$ cat src/rtl/mac_sched_pkg.sv
// Purpose: shared constants, state encoding and lane array types for the
// MAC job scheduler and its accumulator bank.
// Ports: none (package).
package mac_sched_pkg;

    localparam int DATA_W     = 17;
    localparam int RES_W      = 32;
    localparam int IN_LANES   = 8;
    localparam int OUT_LANES  = 4;
    localparam int MAX_CHUNKS = 16;
    localparam int TIMEOUT    = 15;

    // Wide enough to hold MAX_CHUNKS itself, not just MAX_CHUNKS-1.
    localparam int CHUNK_W    = $clog2(MAX_CHUNKS + 1);
    localparam int TMO_W      = $clog2(TIMEOUT + 1);

    typedef enum logic [1:0] {
        IDLE  = 2'd0,
        ISSUE = 2'd1,
        WAIT  = 2'd2,
        RESP  = 2'd3
    } state_e;

    typedef logic [IN_LANES-1:0][DATA_W-1:0] operand_vec_t;
    typedef logic [OUT_LANES-1:0][RES_W-1:0] result_vec_t;

endpackage

$ cat src/rtl/mac_sched_acc.sv
// Purpose: OUT_LANES-wide accumulator bank. Adds one datapath result vector
// per add strobe, restarting from zero when the add is the first of a job.
// Ports:
//   clk_i, rst_ni  clock, async active-low reset
//   clear_i        force all lanes to zero (abandoned job)
//   add_i          accumulate results_i this cycle
//   first_i        current add is the first of the job; ignore old contents
//   results_i      datapath lane sums
//   acc_o          accumulated lane sums
module mac_sched_acc
    import mac_sched_pkg::*;
(
    input  logic        clk_i,
    input  logic        rst_ni,
    input  logic        clear_i,
    input  logic        add_i,
    input  logic        first_i,
    input  result_vec_t results_i,
    output result_vec_t acc_o
);

    result_vec_t acc_d;
    result_vec_t acc_q;

    // Sums wrap modulo 2^RES_W; clear has priority over add.
    always_comb begin
        acc_d = acc_q;
        if (clear_i) begin
            acc_d = '0;
        end else if (add_i) begin
            for (int i = 0; i < OUT_LANES; i++) begin
                acc_d[i] = (first_i ? RES_W'(0) : acc_q[i]) + results_i[i];
            end
        end
    end

    always_ff @(posedge clk_i or negedge rst_ni) begin
        if (!rst_ni) begin
            acc_q <= '0;
        end else begin
            acc_q <= acc_d;
        end
    end

    assign acc_o = acc_q;

endmodule

$ cat src/rtl/mac_job_sched.sv
// Purpose: sequences dot-product jobs onto the 8-lane MAC datapath. Accepts
// one operand chunk per request handshake, issues it with a one-cycle enable,
// waits for the datapath result, accumulates across chunks and returns the
// sums on the response channel after the last chunk.
// Ports:
//   clk_i, rst_ni                        clock, async active-low reset
//   req_valid_i/req_ready_o              chunk request handshake
//   req_weights_i/req_acts_i             chunk operands
//   req_mode_i                           precision mode (first chunk only)
//   req_last_i                           final chunk of the job
//   mac_enable_o                         start pulse to datapath
//   mac_weights_o/mac_acts_o/mac_mode_o  registered datapath operands
//   mac_occupied_i                       datapath busy
//   mac_valid_i/mac_results_i            datapath result strobe and sums
//   rsp_valid_o/rsp_ready_i              response handshake
//   rsp_results_o/rsp_chunks_o/rsp_err_o accumulated sums, chunk count, error
module mac_job_sched
    import mac_sched_pkg::*;
(
    input  logic               clk_i,
    input  logic               rst_ni,
    input  logic               req_valid_i,
    output logic               req_ready_o,
    input  operand_vec_t       req_weights_i,
    input  operand_vec_t       req_acts_i,
    input  logic [1:0]         req_mode_i,
    input  logic               req_last_i,
    output logic               mac_enable_o,
    output operand_vec_t       mac_weights_o,
    output operand_vec_t       mac_acts_o,
    output logic [1:0]         mac_mode_o,
    input  logic               mac_occupied_i,
    input  logic               mac_valid_i,
    input  result_vec_t        mac_results_i,
    output logic               rsp_valid_o,
    input  logic               rsp_ready_i,
    output result_vec_t        rsp_results_o,
    output logic [CHUNK_W-1:0] rsp_chunks_o,
    output logic               rsp_err_o
);

    state_e              state_q, state_d;
    operand_vec_t        weights_q, weights_d;
    operand_vec_t        acts_q, acts_d;
    logic [1:0]          mode_q, mode_d;
    logic                last_q, last_d;
    logic                first_q, first_d;
    logic                err_q, err_d;
    logic                pend_q, pend_d;
    logic [CHUNK_W-1:0]  chunks_q, chunks_d;
    logic [TMO_W-1:0]    tmo_q, tmo_d;

    logic                req_fire;
    logic                rsp_fire;
    logic                mac_done;
    logic                timed_out;
    logic                stray;
    logic                hit_max;
    logic [CHUNK_W-1:0]  chunks_inc;
    result_vec_t         acc;

    assign req_fire   = req_valid_i && req_ready_o;
    assign rsp_fire   = rsp_valid_o && rsp_ready_i;
    assign mac_done   = (state_q == WAIT) && mac_valid_i;
    assign timed_out  = (state_q == WAIT) && !mac_valid_i && (tmo_q == TMO_W'(TIMEOUT));
    assign stray      = mac_valid_i && (state_q != WAIT);
    assign chunks_inc = chunks_q + CHUNK_W'(1);
    assign hit_max    = (chunks_inc == CHUNK_W'(MAX_CHUNKS));

    // State register.
    always_ff @(posedge clk_i or negedge rst_ni) begin
        if (!rst_ni) begin
            state_q <= IDLE;
        end else begin
            state_q <= state_d;
        end
    end

    // Next-state logic.
    always_comb begin
        state_d = state_q;
        case (state_q)
            IDLE:  if (req_fire) state_d = ISSUE;
            ISSUE: state_d = WAIT;
            WAIT: begin
                if (mac_valid_i) begin
                    state_d = (last_q || hit_max) ? RESP : IDLE;
                end else if (timed_out) begin
                    state_d = RESP;
                end
            end
            RESP:  if (rsp_ready_i) state_d = IDLE;
            default: state_d = IDLE;
        endcase
    end

    // Output decode. Response fields read zero outside RESP.
    always_comb begin
        req_ready_o   = (state_q == IDLE) && !mac_occupied_i;
        mac_enable_o  = (state_q == ISSUE);
        rsp_valid_o   = (state_q == RESP);
        rsp_results_o = (state_q == RESP) ? acc : '0;
        rsp_chunks_o  = (state_q == RESP) ? chunks_q : '0;
        rsp_err_o     = (state_q == RESP) && err_q;
    end

    // Job bookkeeping. A stray result strobe during RESP cannot touch the
    // response being presented, so it is parked in pend and handed to the
    // next job when the response handshake clears err.
    always_comb begin
        weights_d = weights_q;
        acts_d    = acts_q;
        mode_d    = mode_q;
        last_d    = last_q;
        first_d   = first_q;
        err_d     = err_q;
        pend_d    = pend_q;
        chunks_d  = chunks_q;
        tmo_d     = tmo_q;

        if (req_fire) begin
            weights_d = req_weights_i;
            acts_d    = req_acts_i;
            last_d    = req_last_i;
            if (first_q) mode_d = req_mode_i;
        end

        if (state_q == ISSUE) tmo_d = '0;
        if ((state_q == WAIT) && !mac_valid_i && !timed_out) tmo_d = tmo_q + TMO_W'(1);

        if (mac_done) begin
            chunks_d = chunks_inc;
            first_d  = 1'b0;
            if (hit_max && !last_q) err_d = 1'b1;
        end

        if (timed_out) err_d = 1'b1;

        if (stray && (state_q != RESP)) err_d  = 1'b1;
        if (stray && (state_q == RESP)) pend_d = 1'b1;

        if (rsp_fire) begin
            err_d    = pend_d;
            pend_d   = 1'b0;
            chunks_d = '0;
            first_d  = 1'b1;
        end
    end

    always_ff @(posedge clk_i or negedge rst_ni) begin
        if (!rst_ni) begin
            weights_q <= '0;
            acts_q    <= '0;
            mode_q    <= '0;
            last_q    <= 1'b0;
            first_q   <= 1'b1;
            err_q     <= 1'b0;
            pend_q    <= 1'b0;
            chunks_q  <= '0;
            tmo_q     <= '0;
        end else begin
            weights_q <= weights_d;
            acts_q    <= acts_d;
            mode_q    <= mode_d;
            last_q    <= last_d;
            first_q   <= first_d;
            err_q     <= err_d;
            pend_q    <= pend_d;
            chunks_q  <= chunks_d;
            tmo_q     <= tmo_d;
        end
    end

    assign mac_weights_o = weights_q;
    assign mac_acts_o    = acts_q;
    assign mac_mode_o    = mode_q;

    // A timed-out job reports zero sums, so the bank is cleared on timeout.
    mac_sched_acc u_acc (
        .clk_i     (clk_i),
        .rst_ni    (rst_ni),
        .clear_i   (timed_out),
        .add_i     (mac_done),
        .first_i   (first_q),
        .results_i (mac_results_i),
        .acc_o     (acc)
    );

endmodule
$ cat config.mk
export PLATFORM = sky130hd
export DESIGN_NAME = mac_job_sched
export DESIGN_NICKNAME = d
export VERILOG_FILES = /design/src/rtl/mac_sched_pkg.sv /design/src/rtl/mac_sched_acc.sv /design/src/rtl/mac_job_sched.sv
export SDC_FILE = /design/constraint.sdc
export NUM_CORES = 1
export LEC_CHECK = 0
export CORE_AREA = 2 2 321 323
export CTS_CLUSTER_SIZE = 24
export DETAILED_ROUTE_END_ITERATION = 12
export DIE_AREA = 0 0 323 325
export GPL_ROUTABILITY_DRIVEN = 0
export PLACE_DENSITY_LB_ADDON = 0.2
export SYNTH_ARGS = -nofsm -noshare
export SYNTH_HDL_FRONTEND = slang
export SYNTH_SLANG_ARGS = --single-unit
$ cat constraint.sdc
create_clock -name clk_i -period 7.8 [get_ports clk_i]
set_input_delay 1.17 -clock clk_i [delete_from_list [all_inputs] [get_ports clk_i]]
set_output_delay 1.17 -clock clk_i [all_outputs]
set_load 0.01 [all_outputs]
Word-level counts from Yosys, hierarchy flattened:

Cells that the tools add are included.

* bits in registers: 417
* input port bits: 409
* output and inout port bits: 411

* add/subtract/negate cells: 6
* equal/unequal tests: 10
* multiplexer cells: 27
* reduce and logical (&&, ||, !) cells: 26

Operator list (count)
* 128-bit 2-to-1 mux: 3
* 32-bit adder: 4
* 32-bit 2-to-1 mux: 4
* 5-bit 2-to-1 mux: 3
* 1-bit logical AND: 12
* 2-bit 2-to-1 mux: 5
* 1-bit 2-to-1 mux: 9
* 4-bit 2-to-1 mux: 2
* 2-bit one-hot mux with 4 select lines: 1
* 4-bit nonzero test: 2
* 2-bit inequality test (second input constant): 3
* 2-bit nonzero test: 3
* 5-bit by 1-bit adder with 5-bit output (second input constant): 1
* 5-bit == test (second input constant): 1
* 4-bit by 1-bit adder with 4-bit output (second input constant): 1
* 2-bit == test (second input constant): 2
* 4-bit == test (second input constant): 1
* 1-bit logical NOT: 4
* 2-bit AND reduction: 2
* 3-bit inequality test (second input constant): 1
* 3-bit AND reduction: 1
* 2-bit by 1-bit == test with 1-bit output (second input constant): 1
* 2-bit logical NOT: 1
* 2-bit by 1-bit inequality test with 1-bit output (second input constant): 1
* 1-bit logical OR: 1

Longest topological paths before layout:

* word-level depth: 8
* gate-level depth with buffers: 16
* gate-level depth less buffers: 13

By module:

Synthesis repeated with hierarchy kept, for this count alone.

* cell total of the unflattened synthesis: 2273
* area total of the unflattened synthesis: 24039.3 µm²

Modules (own cells, without submodules)
* mac_sched_acc: times used 1, cells an instance 1443, area an instance 12115.4 µm², seq. area each 3203.1 µm²
* mac_job_sched: times used 1, cells an instance 830, area an instance 11923.9 µm², seq. area each 7233.2 µm²

Least setup slack after synthesis:

No wires, ideal clock.

* path kind: register to register
* from: register first_q
* to: register u_acc.acc_q (netlist bit u_acc.acc_o[124])
* setup time: 0.124 ns
* arrival: 4.047 ns
* required time: 7.676 ns
* setup slack: 3.629 ns
* cell stages (with the launch flop): 17
* buffers on the path: 3
* clock period less this slack: 4.171 ns
* cell sequence: dfstp_2 clkbuf_1 clkbuf_1 clkbuf_1 nor2b_1 ha_1 fa_1 a21o_1 a21oi_1 o21bai_1 a2111o_1 a21o_1 a311oi_2 nor3_1 a221oi_2 nor4b_1 a211o_1

* cells in the longest elaborated chain, start to end: 4

RTL lines
* start, declared: line mac_job_sched.sv:47 `logic first_q, first_d;`
* start signal, assigned: line mac_job_sched.sv:166 `first_q <= first_d;`
* 32-bit 2-to-1 mux: line mac_sched_acc.sv:32 `acc_d[i] = (first_i ? RES_W'(0) : acc_q[i]) + results_i[i];`
* 32-bit adder: line mac_sched_acc.sv:32
* 128-bit 2-to-1 mux: line mac_sched_acc.sv:30 `end else if (add_i) begin`
* 128-bit 2-to-1 mux: line mac_sched_acc.sv:28 `if (clear_i) begin`
* end signal, assigned: line mac_sched_acc.sv:39 `acc_q <= '0;`
* end signal, assigned: line mac_sched_acc.sv:41 `acc_q <= acc_d;`
* end, declared: line mac_sched_acc.sv:23 `result_vec_t acc_q;`

Every way passes these cells. The select of a mux whose other input is x is not followed.
A chain may end at the register's enable or synchronous reset.

Final worst setup path:

* from: register state_q[0]
* to: output port req_ready_o

* cells in the longest elaborated chain, start to end: 2

RTL lines
* start, declared: line mac_job_sched.sv:42 `state_e state_q, state_d;`
* start signal, assigned: line mac_job_sched.sv:75 `state_q <= state_d;`
* 2-bit logical NOT: line mac_job_sched.sv:99 `req_ready_o = (state_q == IDLE) && !mac_occupied_i;`
* 1-bit logical AND: line mac_job_sched.sv:99
* end, declared: line mac_job_sched.sv:23 `output logic req_ready_o,`

Every way passes these cells.

==> qor.csv <==
metric,value,unit
status,"complete, no violations",
Buffers on Ports,819,
Die Y-Extent,325,um
number of max-cap violations,0,
dpl ws,2.91,ns
fin nets,3551,
Mapped Area,23400,um^2
share of layout cells above drive strength 1,12.9,%
P&R area growth vs syn,49.1,%
# DRC,0,
largest net degree at the start of global routing,144,
"Min Clock Period, post-route",4.63,ns
Final Cycle Share,59.4,%
total grt overflow,0,
gr usage total,19.2,%
"Primary FF master, synth",dfrtp_1,
CP endpoint kind,output pin,
fillcell total,10400,
Hold Crit Start,u_acc.acc_o[9]$_DFFE_PN0P_,
Reg2Reg Depth,14,
worst r2r src,first_q$_DFFE_PN1N_,
peak supply drop,0.239,mV
skew final,0.0460,ns
Die W,323,um
Worst Hold End,u_acc.acc_o[9]$_DFFE_PN0P_,
Crit Path Category,register to output pin,
Die ar.,105000,um^2
share of synthesized flip-flops with an asynchronous set or reset,100,%
DR iter-0 viols,1095,
Flop pwr share,28.4,%
setup tns final,0,ns
Post-CTS Resized,0,
clk root buf,clkbuf_16,
Post-synth EDFFs,0,
vias per cell,4.61,
crit path DAT,3.46,ns
Skew-Pair Late Insertion Delay,0.67,ns
post-synthesis net count,2784,
IO Pins,820,
clock group share of total power,18.5,%
RSZ-0062 raised after global routing,no,
TritonCTS clock tree,done,
synth warn,0,
Sw Share,39.0,%
crit start category,register,
"Hold Vio Cnt, Final",0,
"most common cell after layout, fill and taps aside",clkdlybuf4s50_1,
Int Pwr,8.57,mW
htree depth,2,
Final WS setup,3.17,ns
initial core utilization,23.1,%
CTS sink cnt,417,
PwrDens,404,nW/um^2
Max Transition Viols Final,0,
Cells on Worst Hold Path,2,
synthesized area per cell,10.4,um^2
CTS Buf Count,55,
first-pass GRT wire length,148000,um
number of nets still failing antenna checks after routing,0,
1st-pass router iterations,4,
Comb pwr share,53.1,%
vias in the first global route,20900,
# setup viols final,0,
Worst R2R Setup Slack,3.24,ns
Post-CTS Hold Buffers,0,
WL final,103000,um
CTS Buffer Depth,3,
worst-margin pin slew,1.10,ns
sequential area share after synthesis,44.7,%
most frequent cells in the layout,"818 x clkdlybuf4s50_1, 414 x dfrtp_1, 275 x mux2_2",
RR Endpoint,u_acc.acc_o[52]$_DFFE_PN0P_,
Pleak,15.1,nW
Core Area,101000,um^2
Post-Syn Instances,2245,
Psw,5.49,mW
Setup Buffers After CTS,0,
required time of the critical path,6.63,ns
Max Fclk,216,MHz
Rel. slew slack,26.4,%
# rows,117,
Worst Hold Class,register to register,
routed via count,20400,
Synth Register Bits,417,
Netlist cell types,73,
initial antenna violation count,67,
"CTS clk-pin slew, worst paths",0.06,ns
"Max FO, Critical Path",104,
routed len/inst,23.3,um
hpwl dp,78500,um
[through the flow]
step | power (mW) | instance area [um^2] | util (%) | cells | hold slack [ns]
finish | 14.1 | 34800 | 34.4 | 4429 | 0.496
global route | 15.2 | 34800 | 34.4 | 4428 | 0.518
CTS | 14.3 | 34800 | 34.4 | 4421 | 0.499
detailed placement | 11.5 | 33000 | 32.6 | 4323 | 0.487
global placement | 11.5 | 33000 | 32.6 | 4323 | 0.476
floorplan | 8.02 | 23400 | - | 2245 | 0.456
[cell usage after synthesis (14+ instances only)]
| cell | number | area share (%) |
|---|---|---|
| a21oi_1 | 114 | 2.4 |
| inv_1 | 41 | 0.66 |
| nor2_1 | 56 | 0.90 |
| nand2_1 | 132 | 2.1 |
| a211oi_1 | 18 | 0.58 |
| mux2_2 | 275 | 13 |
| xnor2_1 | 53 | 2.0 |
| and3_1 | 147 | 3.9 |
| nor2b_1 | 134 | 3.6 |
| nand4_1 | 15 | 0.40 |
| ha_1 | 126 | 6.7 |
| xor2_1 | 53 | 2.0 |
| nand3_1 | 112 | 2.4 |
| a21o_1 | 75 | 2.4 |
| clkbuf_1 | 120 | 1.9 |
| o21ai_0 | 161 | 3.4 |
| o21bai_1 | 23 | 0.74 |
| dfrtp_1 | 416 | 45 |
| nor3_1 | 14 | 0.30 |
[state kept, by name, summed over array words and instances, names as in the netlist]
signal         cells
tmo_q              4
state_q            2
mac_weights_o    136
first_q            1
err_q              1
u_acc.acc_o      128
chunks_q           5
last_q             1
mac_mode_o         2
mac_acts_o       136
pend_q             1
[cell families after synthesis]
family / count (synthesis) / share of synthesized area, %
flip-flops: 417 / 44.7
multiplexers: 278 / 13.4
AND/OR/NAND/NOR: 656 / 15.0
AO/OA/AOI/OAI: 491 / 13.1
XOR/XNOR: 107 / 4.07
adder cells (fa/ha/maj): 130 / 7.09
buffers and inverters: 166 / 2.67
[cell type report]
type / count / area, um^2 / area share (%)
sequential: 417 / 10400 / 30.0
multi-input combinational: 1662 / 12300 / 35.4
antenna: 8 / 20.0 / 0.0575
clock inverter: 18 / 250 / 0.718
clock buffer: 80 / 1560 / 4.48
inverter: 41 / 154 / 0.442
tap: 1368 / 1710 / 4.91
timing repair buffer: 835 / 8370 / 24.0
[how the worst max path moves through the flow]
| stage | startpoint | to | slack [ns] |
|---|---|---|---|
| after floorplan | first_q$_DFFE_PN1N_ | u_acc.acc_o[124]$_DFFE_PN0P_ | 3.63 |
| after global placement | mac_results_i[64] | u_acc.acc_o[94]$_DFFE_PN0P_ | 2.91 |
| after detailed placement | mac_results_i[64] | u_acc.acc_o[94]$_DFFE_PN0P_ | 2.91 |
| after CTS | state_q[0]$_DFFE_PN0P_ | req_ready_o | 3.07 |
| after global routing | first_q$_DFFE_PN1N_ | u_acc.acc_o[52]$_DFFE_PN0P_ | 2.85 |
| final | state_q[0]$_DFFE_PN0P_ | req_ready_o | 3.17 |
[per-layer routing]
layer / up-vias / track usage (%) / wire (um)
met4: 34 / 4.99 / 2660
met2: 661 / 32.6 / 50200
met5: - / 0 / 214
li1: 9612 / - / -
met1: 9879 / 21.0 / 38600
met3: 211 / 9.62 / 11600
[critical path, cell delays in order, from the launching register on]
cell and delay, ns:
dfrtp_4 0.64, buf_4 0.50, nor3_1 0.95, clkdlybuf4s50_1 0.70
[power groups by stage]
stage | Sequential (mW) | Combinational [mW] | Clock, mW
floorplan | 4.11 | 3.90 | 0
global placement | 4.00 | 7.54 | 0
detailed placement | 4.01 | 7.50 | 0
CTS | 4.01 | 7.55 | 2.71
global route | 4.16 | 8.22 | 2.78
finish | 3.99 | 7.47 | 2.61
Note: power is estimated with default switching activity, not from simulation.
